**src/rtl/circuito_exp5.sv**
```systemverilog
// Sequence-memory game ("Genius"): 16 rounds replaying ROM prefixes on four one-hot buttons.
// Control FSM plus datapath (address/round/timeout counters, play register, edge detector, ROM).
module circuito_exp5 #(
    parameter int unsigned TIMEOUT = 5000
) (
    input  logic       clock,
    input  logic       reset,
    input  logic       jogar,
    input  logic [3:0] botoes,
    output logic       ganhou,
    output logic       perdeu,
    output logic       pronto,
    output logic [3:0] leds,
    output logic       db_igual,
    output logic [6:0] db_contagem,
    output logic [6:0] db_memoria,
    output logic [6:0] db_estado,
    output logic [6:0] db_jogadafeita,
    output logic [6:0] db_sequencia,
    output logic       db_clock,
    output logic       db_iniciar,
    output logic       db_fimseq,
    output logic       db_igualseq,
    output logic       db_igualjogada,
    output logic       db_tem_jogada,
    output logic       db_timeout
);

    localparam int unsigned TMO_W = (TIMEOUT > 1) ? $clog2(TIMEOUT) : 1;

    typedef enum logic [3:0] {
        S_INICIAL     = 4'h0,
        S_PREPARACAO  = 4'h1,
        S_NOVA_SEQ    = 4'h2,
        S_ESPERA      = 4'h3,
        S_REGISTRA    = 4'h4,
        S_COMPARACAO  = 4'h5,
        S_PROX_JOGADA = 4'h6,
        S_PROX_SEQ    = 4'h7,
        S_FIM_GANHOU  = 4'hA,
        S_FIM_TIMEOUT = 4'hD,
        S_FIM_PERDEU  = 4'hE
    } state_t;

    state_t           r_state;
    state_t           w_next_state;

    logic [3:0]       r_addr;
    logic [3:0]       r_round;
    logic [TMO_W-1:0] r_tmo;
    logic [3:0]       r_play;
    logic             r_tem_prev;
    logic             r_jogada;
    logic             r_ganhou;
    logic             r_perdeu;
    logic             r_pronto;
    logic             r_timeout;

    logic             w_zera_round;
    logic             w_zera_play;
    logic             w_zera_addr;
    logic             w_zera_tmo;
    logic             w_conta_tmo;
    logic             w_carrega;
    logic             w_conta_addr;
    logic             w_conta_round;

    logic [3:0]       w_rom;
    logic             w_igual;
    logic             w_igualseq;
    logic             w_fimseq;
    logic             w_tmo_end;
    logic             w_tem_jogada;

    function automatic logic [3:0] rom_data(input logic [3:0] a);
        case (a)
            4'h0: rom_data = 4'h1;
            4'h1: rom_data = 4'h2;
            4'h2: rom_data = 4'h4;
            4'h3: rom_data = 4'h8;
            4'h4: rom_data = 4'h4;
            4'h5: rom_data = 4'h2;
            4'h6: rom_data = 4'h1;
            4'h7: rom_data = 4'h1;
            4'h8: rom_data = 4'h2;
            4'h9: rom_data = 4'h2;
            4'hA: rom_data = 4'h4;
            4'hB: rom_data = 4'h4;
            4'hC: rom_data = 4'h8;
            4'hD: rom_data = 4'h8;
            4'hE: rom_data = 4'h1;
            default: rom_data = 4'h4;
        endcase
    endfunction

    // Active-low segments, bit order {g,f,e,d,c,b,a}
    function automatic logic [6:0] hex7seg(input logic [3:0] v);
        case (v)
            4'h0: hex7seg = 7'b1000000;
            4'h1: hex7seg = 7'b1111001;
            4'h2: hex7seg = 7'b0100100;
            4'h3: hex7seg = 7'b0110000;
            4'h4: hex7seg = 7'b0011001;
            4'h5: hex7seg = 7'b0010010;
            4'h6: hex7seg = 7'b0000010;
            4'h7: hex7seg = 7'b1111000;
            4'h8: hex7seg = 7'b0000000;
            4'h9: hex7seg = 7'b0010000;
            4'hA: hex7seg = 7'b0001000;
            4'hB: hex7seg = 7'b0000011;
            4'hC: hex7seg = 7'b1000110;
            4'hD: hex7seg = 7'b0100001;
            4'hE: hex7seg = 7'b0000110;
            default: hex7seg = 7'b0001110;
        endcase
    endfunction

    assign w_rom        = rom_data(r_addr);
    assign w_igual      = (r_play == w_rom);
    assign w_igualseq   = (r_addr == r_round);
    assign w_fimseq     = (r_round == 4'hF);
    assign w_tmo_end    = (r_tmo == TMO_W'(TIMEOUT - 1));
    assign w_tem_jogada = |botoes;

    always_ff @(posedge clock or negedge reset) begin
        if (!reset) r_state <= S_INICIAL;
        else        r_state <= w_next_state;
    end

    always_comb begin
        w_next_state = r_state;
        case (r_state)
            S_INICIAL:     if (jogar) w_next_state = S_PREPARACAO;
            S_PREPARACAO:  w_next_state = S_NOVA_SEQ;
            S_NOVA_SEQ:    w_next_state = S_ESPERA;
            S_ESPERA: begin
                if (r_jogada)       w_next_state = S_REGISTRA;
                else if (w_tmo_end) w_next_state = S_FIM_TIMEOUT;
            end
            S_REGISTRA:    w_next_state = S_COMPARACAO;
            S_COMPARACAO: begin
                if (!w_igual)         w_next_state = S_FIM_PERDEU;
                else if (!w_igualseq) w_next_state = S_PROX_JOGADA;
                else if (!w_fimseq)   w_next_state = S_PROX_SEQ;
                else                  w_next_state = S_FIM_GANHOU;
            end
            S_PROX_JOGADA: w_next_state = S_ESPERA;
            S_PROX_SEQ:    w_next_state = S_NOVA_SEQ;
            S_FIM_GANHOU, S_FIM_PERDEU, S_FIM_TIMEOUT:
                           if (jogar) w_next_state = S_PREPARACAO;
            default:       w_next_state = S_INICIAL;
        endcase
    end

    always_comb begin
        w_zera_round  = 1'b0;
        w_zera_play   = 1'b0;
        w_zera_addr   = 1'b0;
        w_zera_tmo    = 1'b0;
        w_conta_tmo   = 1'b0;
        w_carrega     = 1'b0;
        w_conta_addr  = 1'b0;
        w_conta_round = 1'b0;
        case (r_state)
            S_PREPARACAO: begin
                w_zera_round = 1'b1;
                w_zera_play  = 1'b1;
            end
            S_NOVA_SEQ: begin
                w_zera_addr = 1'b1;
                w_zera_tmo  = 1'b1;
            end
            S_ESPERA:      w_conta_tmo = 1'b1;
            S_REGISTRA:    w_carrega   = 1'b1;
            S_PROX_JOGADA: begin
                w_conta_addr = 1'b1;
                w_zera_tmo   = 1'b1;
            end
            S_PROX_SEQ:    w_conta_round = 1'b1;
            default: ;
        endcase
    end

    always_ff @(posedge clock or negedge reset) begin
        if (!reset) begin
            r_addr  <= 4'd0;
            r_round <= 4'd0;
            r_tmo   <= '0;
            r_play  <= 4'd0;
        end else begin
            if (w_zera_addr)       r_addr <= 4'd0;
            else if (w_conta_addr) r_addr <= r_addr + 4'd1;
            if (w_zera_round)       r_round <= 4'd0;
            else if (w_conta_round) r_round <= r_round + 4'd1;
            if (w_zera_tmo)       r_tmo <= '0;
            else if (w_conta_tmo) r_tmo <= r_tmo + TMO_W'(1);
            if (w_zera_play)    r_play <= 4'd0;
            else if (w_carrega) r_play <= botoes;
        end
    end

    // One pulse per press: rising edge of any button, held buttons do not repeat
    always_ff @(posedge clock or negedge reset) begin
        if (!reset) begin
            r_tem_prev <= 1'b0;
            r_jogada   <= 1'b0;
        end else begin
            r_tem_prev <= w_tem_jogada;
            r_jogada   <= w_tem_jogada & ~r_tem_prev;
        end
    end

    // Result flags follow the state being entered so they line up with db_estado
    always_ff @(posedge clock or negedge reset) begin
        if (!reset) begin
            r_ganhou  <= 1'b0;
            r_perdeu  <= 1'b0;
            r_pronto  <= 1'b0;
            r_timeout <= 1'b0;
        end else begin
            r_ganhou  <= (w_next_state == S_FIM_GANHOU);
            r_perdeu  <= (w_next_state == S_FIM_PERDEU) || (w_next_state == S_FIM_TIMEOUT);
            r_pronto  <= (w_next_state == S_FIM_GANHOU) || (w_next_state == S_FIM_PERDEU) ||
                         (w_next_state == S_FIM_TIMEOUT);
            r_timeout <= (w_next_state == S_FIM_TIMEOUT);
        end
    end

    assign ganhou         = r_ganhou;
    assign perdeu         = r_perdeu;
    assign pronto         = r_pronto;
    assign db_timeout     = r_timeout;
    assign leds           = r_play;
    assign db_igual       = w_igual;
    assign db_igualjogada = w_igual;
    assign db_igualseq    = w_igualseq;
    assign db_fimseq      = w_fimseq;
    assign db_contagem    = hex7seg(r_addr);
    assign db_memoria     = hex7seg(w_rom);
    assign db_estado      = hex7seg(r_state);
    assign db_jogadafeita = hex7seg(r_play);
    assign db_sequencia   = hex7seg(r_round);
    assign db_clock       = clock;
    assign db_iniciar     = jogar;
    assign db_tem_jogada  = w_tem_jogada;

endmodule

```
**config.mk**
```make
export PLATFORM = sky130hd
export DESIGN_NAME = circuito_exp5
export DESIGN_NICKNAME = d
export VERILOG_FILES = /design/src/rtl/circuito_exp5.sv
export SDC_FILE = /design/constraint.sdc
export NUM_CORES = 1
export LEC_CHECK = 0
export BUFFER_PORTS_ARGS = -buffer_cell sky130_fd_sc_hd__buf_2
export CORE_UTILIZATION = 35
export DETAILED_ROUTE_END_ITERATION = 8
export MAX_ROUTING_LAYER = met4
export SETUP_SLACK_MARGIN = 0.1
export SYNTH_ARGS = -nofsm -noshare
export SYNTH_HDL_FRONTEND = slang
export SYNTH_SLANG_ARGS = --single-unit
```
**constraint.sdc**
```tcl
create_clock -name clock -period 2.4 [get_ports clock]
set_clock_uncertainty 0.1 [all_clocks]
set_input_delay 0.24 -clock clock [delete_from_list [all_inputs] [get_ports clock]]
set_output_delay 0.24 -clock clock [all_outputs]
set_load 0.01 [all_outputs]
```
==> out/metrics.csv <==
stage,metric,value,unit
status,status,"finished, violations left",
status,violated checks,"design-rule violations, negative setup slack",
setup_path,Critical Path Start,r_addr[0],
route,Detail Route Antenna Nets,0,
route,via count,3124,
synthesis,Synth area leaders,"dfrtp_1 27%, ha_1 13%, o21ai_0 4.8%",
final_layout,area of the multi-input gates,2380,sq um
placed_design,placer congestion estimate,0.880,
placed_design,DP Wirelength,6.23,mm
global_routing,Total GRT Usage,18.3,%
die,DIE AREA,9660,sq um
pwr,Leak Pwr,0.00205,uW
route,Via-to-Cell Ratio,5.21,
job,max-cap viol count,0,
clock_tree,CTS tree,yes,
worst_hold_path,WHS Path Cells,2,
route,average wire per standard cell,13.9,um
final_layout,register area,886,sq um
synthesis,gate count after technology mapping,385,
clock_tree,Worst-Skew Late Latency,0.38,ns
die,Horiz. Die Dim,98.3,um
timing,final worst path period share,114,%
timing,Slew @ Worst Pin,0.782,ns
timing,Final Hold Viols,0,
die,die span in y,98.3,um
global_routing,number of global-route vias before repair,2998,
final_layout,NumNets Final,531,
synthesis,Main synth FF type,dfrtp_1,
timing,# setup viols final,14,
synthesis,average cell area after synthesis,8.43,sq um
global_routing,initial antenna violation count,0,
timing,fmax,0.367,GHz
setup_path,Setup crit end kind,output port,
placed_design,IO buf count,56,
global_routing,first-pass GRT wire length,14.1,mm
timing,setup slack after layout,-0.327,ns
setup_path,reg2reg path depth,10,
route,drt initial violations,124,
synthesis,post-synth net total,425,
die,std cell rows,34,
synthesis,async set-reset flop share out of synthesis,100,%
synthesis,dominant cell type by area after synthesis,dfrtp_1,
final_layout,area grow syn2layout,37.0,%
synthesis,Yosys top cell area share,27.0,%
placed_design,Placed Cells,571,
synthesis,Post-synth top cells,"41 x nand2_1, 35 x dfrtp_1, 33 x ha_1, 32 x nor2_1, 31 x o21ai_0",
setup_path,WP data required,2.06,ns
final_layout,Final Util,50.2,%
route,final wirelength,8.32,mm
route,drt pass-1 iters,6,
global_routing,largest net degree at the start of global routing,36,
setup_path,start of the worst register-to-register path,r_addr[1],
timing,Max-slew headroom,47.9,%
final_layout,share of cells above drive strength 1,40.4,%
synthesis,Yosys warnings,0,
die,initial core utilization,36.7,%
setup_path,crit start category,flip-flop,
clock_tree,Clock Pin Slew Worst Setup and Hold Paths,0.07,ns
final_layout,Fillers,869,
final_layout,Final Non-Filler Cells,600,
die,# IOs,57,
setup_path,CP Class,reg -> out,
global_routing,grt ovf,0,
timing,crit path time final,2.73,ns
timing,"Slew Viols, Final",0,
pwr,PwrDens,768,nW/um^2
final_layout,Antenna diodes,0,
synthesis,most frequent cell after synthesis,nand2_1,
timing,unrepaired setup endpoints after global routing,true,
setup_path,CP max FO,5,
pwr,Peak supply drop,0.631,mV
die,Core Area,8850,sq um
pwr,total power,3410,uW
synthesis,Netlist cell types,63,
route,DRC,6,
worst_hold_path,hold path start,botoes[0],
synthesis,"Seq/Total Area, Yosys",27.0,%
setup_path,arrival time worst endpoint,2.39,ns
synthesis,number of synthesized flops with an enable pin,0,
synthesis,synthesized area,3240,sq um
worst_hold_path,Hold Crit Class,in -> reg,
synthesis,Seq cells post-synth,35,
[final cells by class]
cell class | count | share of cell area (%)
Clock buffer | 10 | 2.90
Timing Repair Buffer | 119 | 17.5
Clock inverter | 2 | 0.788
Inverter | 24 | 2.22
Sequential cell | 35 | 19.9
Multi-Input combinational cell | 302 | 53.6
Tap cell | 108 | 3.04
[cell families (layout without fill, tap and decap cells)]
family	count (synthesis)	in the layout	synth area share, %
AND/OR/NAND/NOR	137	137	21.8
AO/OA/AOI/OAI	96	96	19.6
buffers and inverters	48	155	6.98
flip-flops	35	35	27.0
adder cells (fa/ha/maj)	33	33	12.7
XOR/XNOR	18	18	5.09
multiplexers	18	18	6.86
[worst paths after layout]
| check | end | slack, ns |
|---|---|---|
| worst max-delay path | db_memoria[1] | -0.33 |
| worst min register to register | r_jogada | 0.30 |
| min in group asynchronous | r_tmo[12] | 0.37 |
| max in group asynchronous | leds[0] | 1.29 |
| worst min-delay path | r_tem_prev | 0.05 |
| worst max register to register | ganhou | -0.25 |
[power breakdown]
group | leakage, uW | internal [uW] | total [uW] | switching, uW
sequential | 0.000466 | 646 | 713 | 67.0
combinational | 0.00150 | 917 | 2000 | 1080
clock | 0.0000867 | 453 | 699 | 246
total | 0.00205 | 2020 | 3410 | 1400
[per-stage QoR]
stage          setup slack [ns]  setup TNS (ns)  instance area, sq um  hold slack [ns]
2_1_floorplan            0.0515               0                  3320           -0.156
5_1_grt                  -0.474           -4.98                  4440           0.0494
4_1_cts                  -0.355           -2.90                  4240           0.0504
3_3_place_gp            0.00911               0                  3940            0.241
6_report                 -0.327           -3.28                  4440           0.0494
3_5_place_dp            -0.0601          -0.172                  3940            0.241
[critical path, cell delays in order, from the launching register on]
cell and delay, ns:
dfrtp_2 0.42, inv_4 0.07, ha_4 0.16, mux2_4 0.25, a22oi_2 0.25, ha_1 0.30, mux2_4 0.28, o32ai_2 0.11
buf_2 0.17
[cells in the final DEF (no fill, tap or decap), types with 7 or more instances in the layout]
| cell type | Yosys | layout |
|---|---|---|
| a21oi_1 | 21 | 20 |
| a22o_1 | 8 | 8 |
| buf_2 | 4 | 54 |
| buf_4 | 3 | 61 |
| clkbuf_8 | 0 | 9 |
| dfrtp_1 | 35 | 27 |
| dfrtp_2 | 0 | 8 |
| ha_1 | 33 | 23 |
| ha_4 | 0 | 7 |
| inv_1 | 23 | 16 |
| mux2i_1 | 11 | 10 |
| nand2_1 | 41 | 38 |
| nand3_1 | 11 | 10 |
| nand4_1 | 7 | 7 |
| nor2_1 | 32 | 29 |
| nor2b_1 | 8 | 7 |
| nor3_1 | 9 | 7 |
| o21ai_0 | 31 | 29 |
| xor2_1 | 10 | 9 |
[what timing repair did]
item | CTS | global route
setup endpoints to repair | 18 | 31
hold buffers | 1 | 0
setup buffers | 7 | 10
endpoints found under the hold margin | 35 | 0
pin swaps | 6 | 10
resized for setup | 27 | 25
[flip-flops by register name, summed over array words and instances, names as in the netlist]
signal and count:
db_timeout 1, r_tem_prev 1, r_tmo 13, pronto 1, r_round 4, perdeu 1
leds 4, ganhou 1, r_addr 4, r_state 4, r_jogada 1
[per-layer routing]
layer / global-route usage [%] / share of wire (%) / vias up
met5: - / 0 / -
met4: 5.28 / 0.97 / 0
met3: 2.72 / 3.8 / 12
met2: 30.0 / 49 / 66
met1: 23.5 / 46 / 1471
li1: - / - / 1575
(Power assumes the default switching activity.)
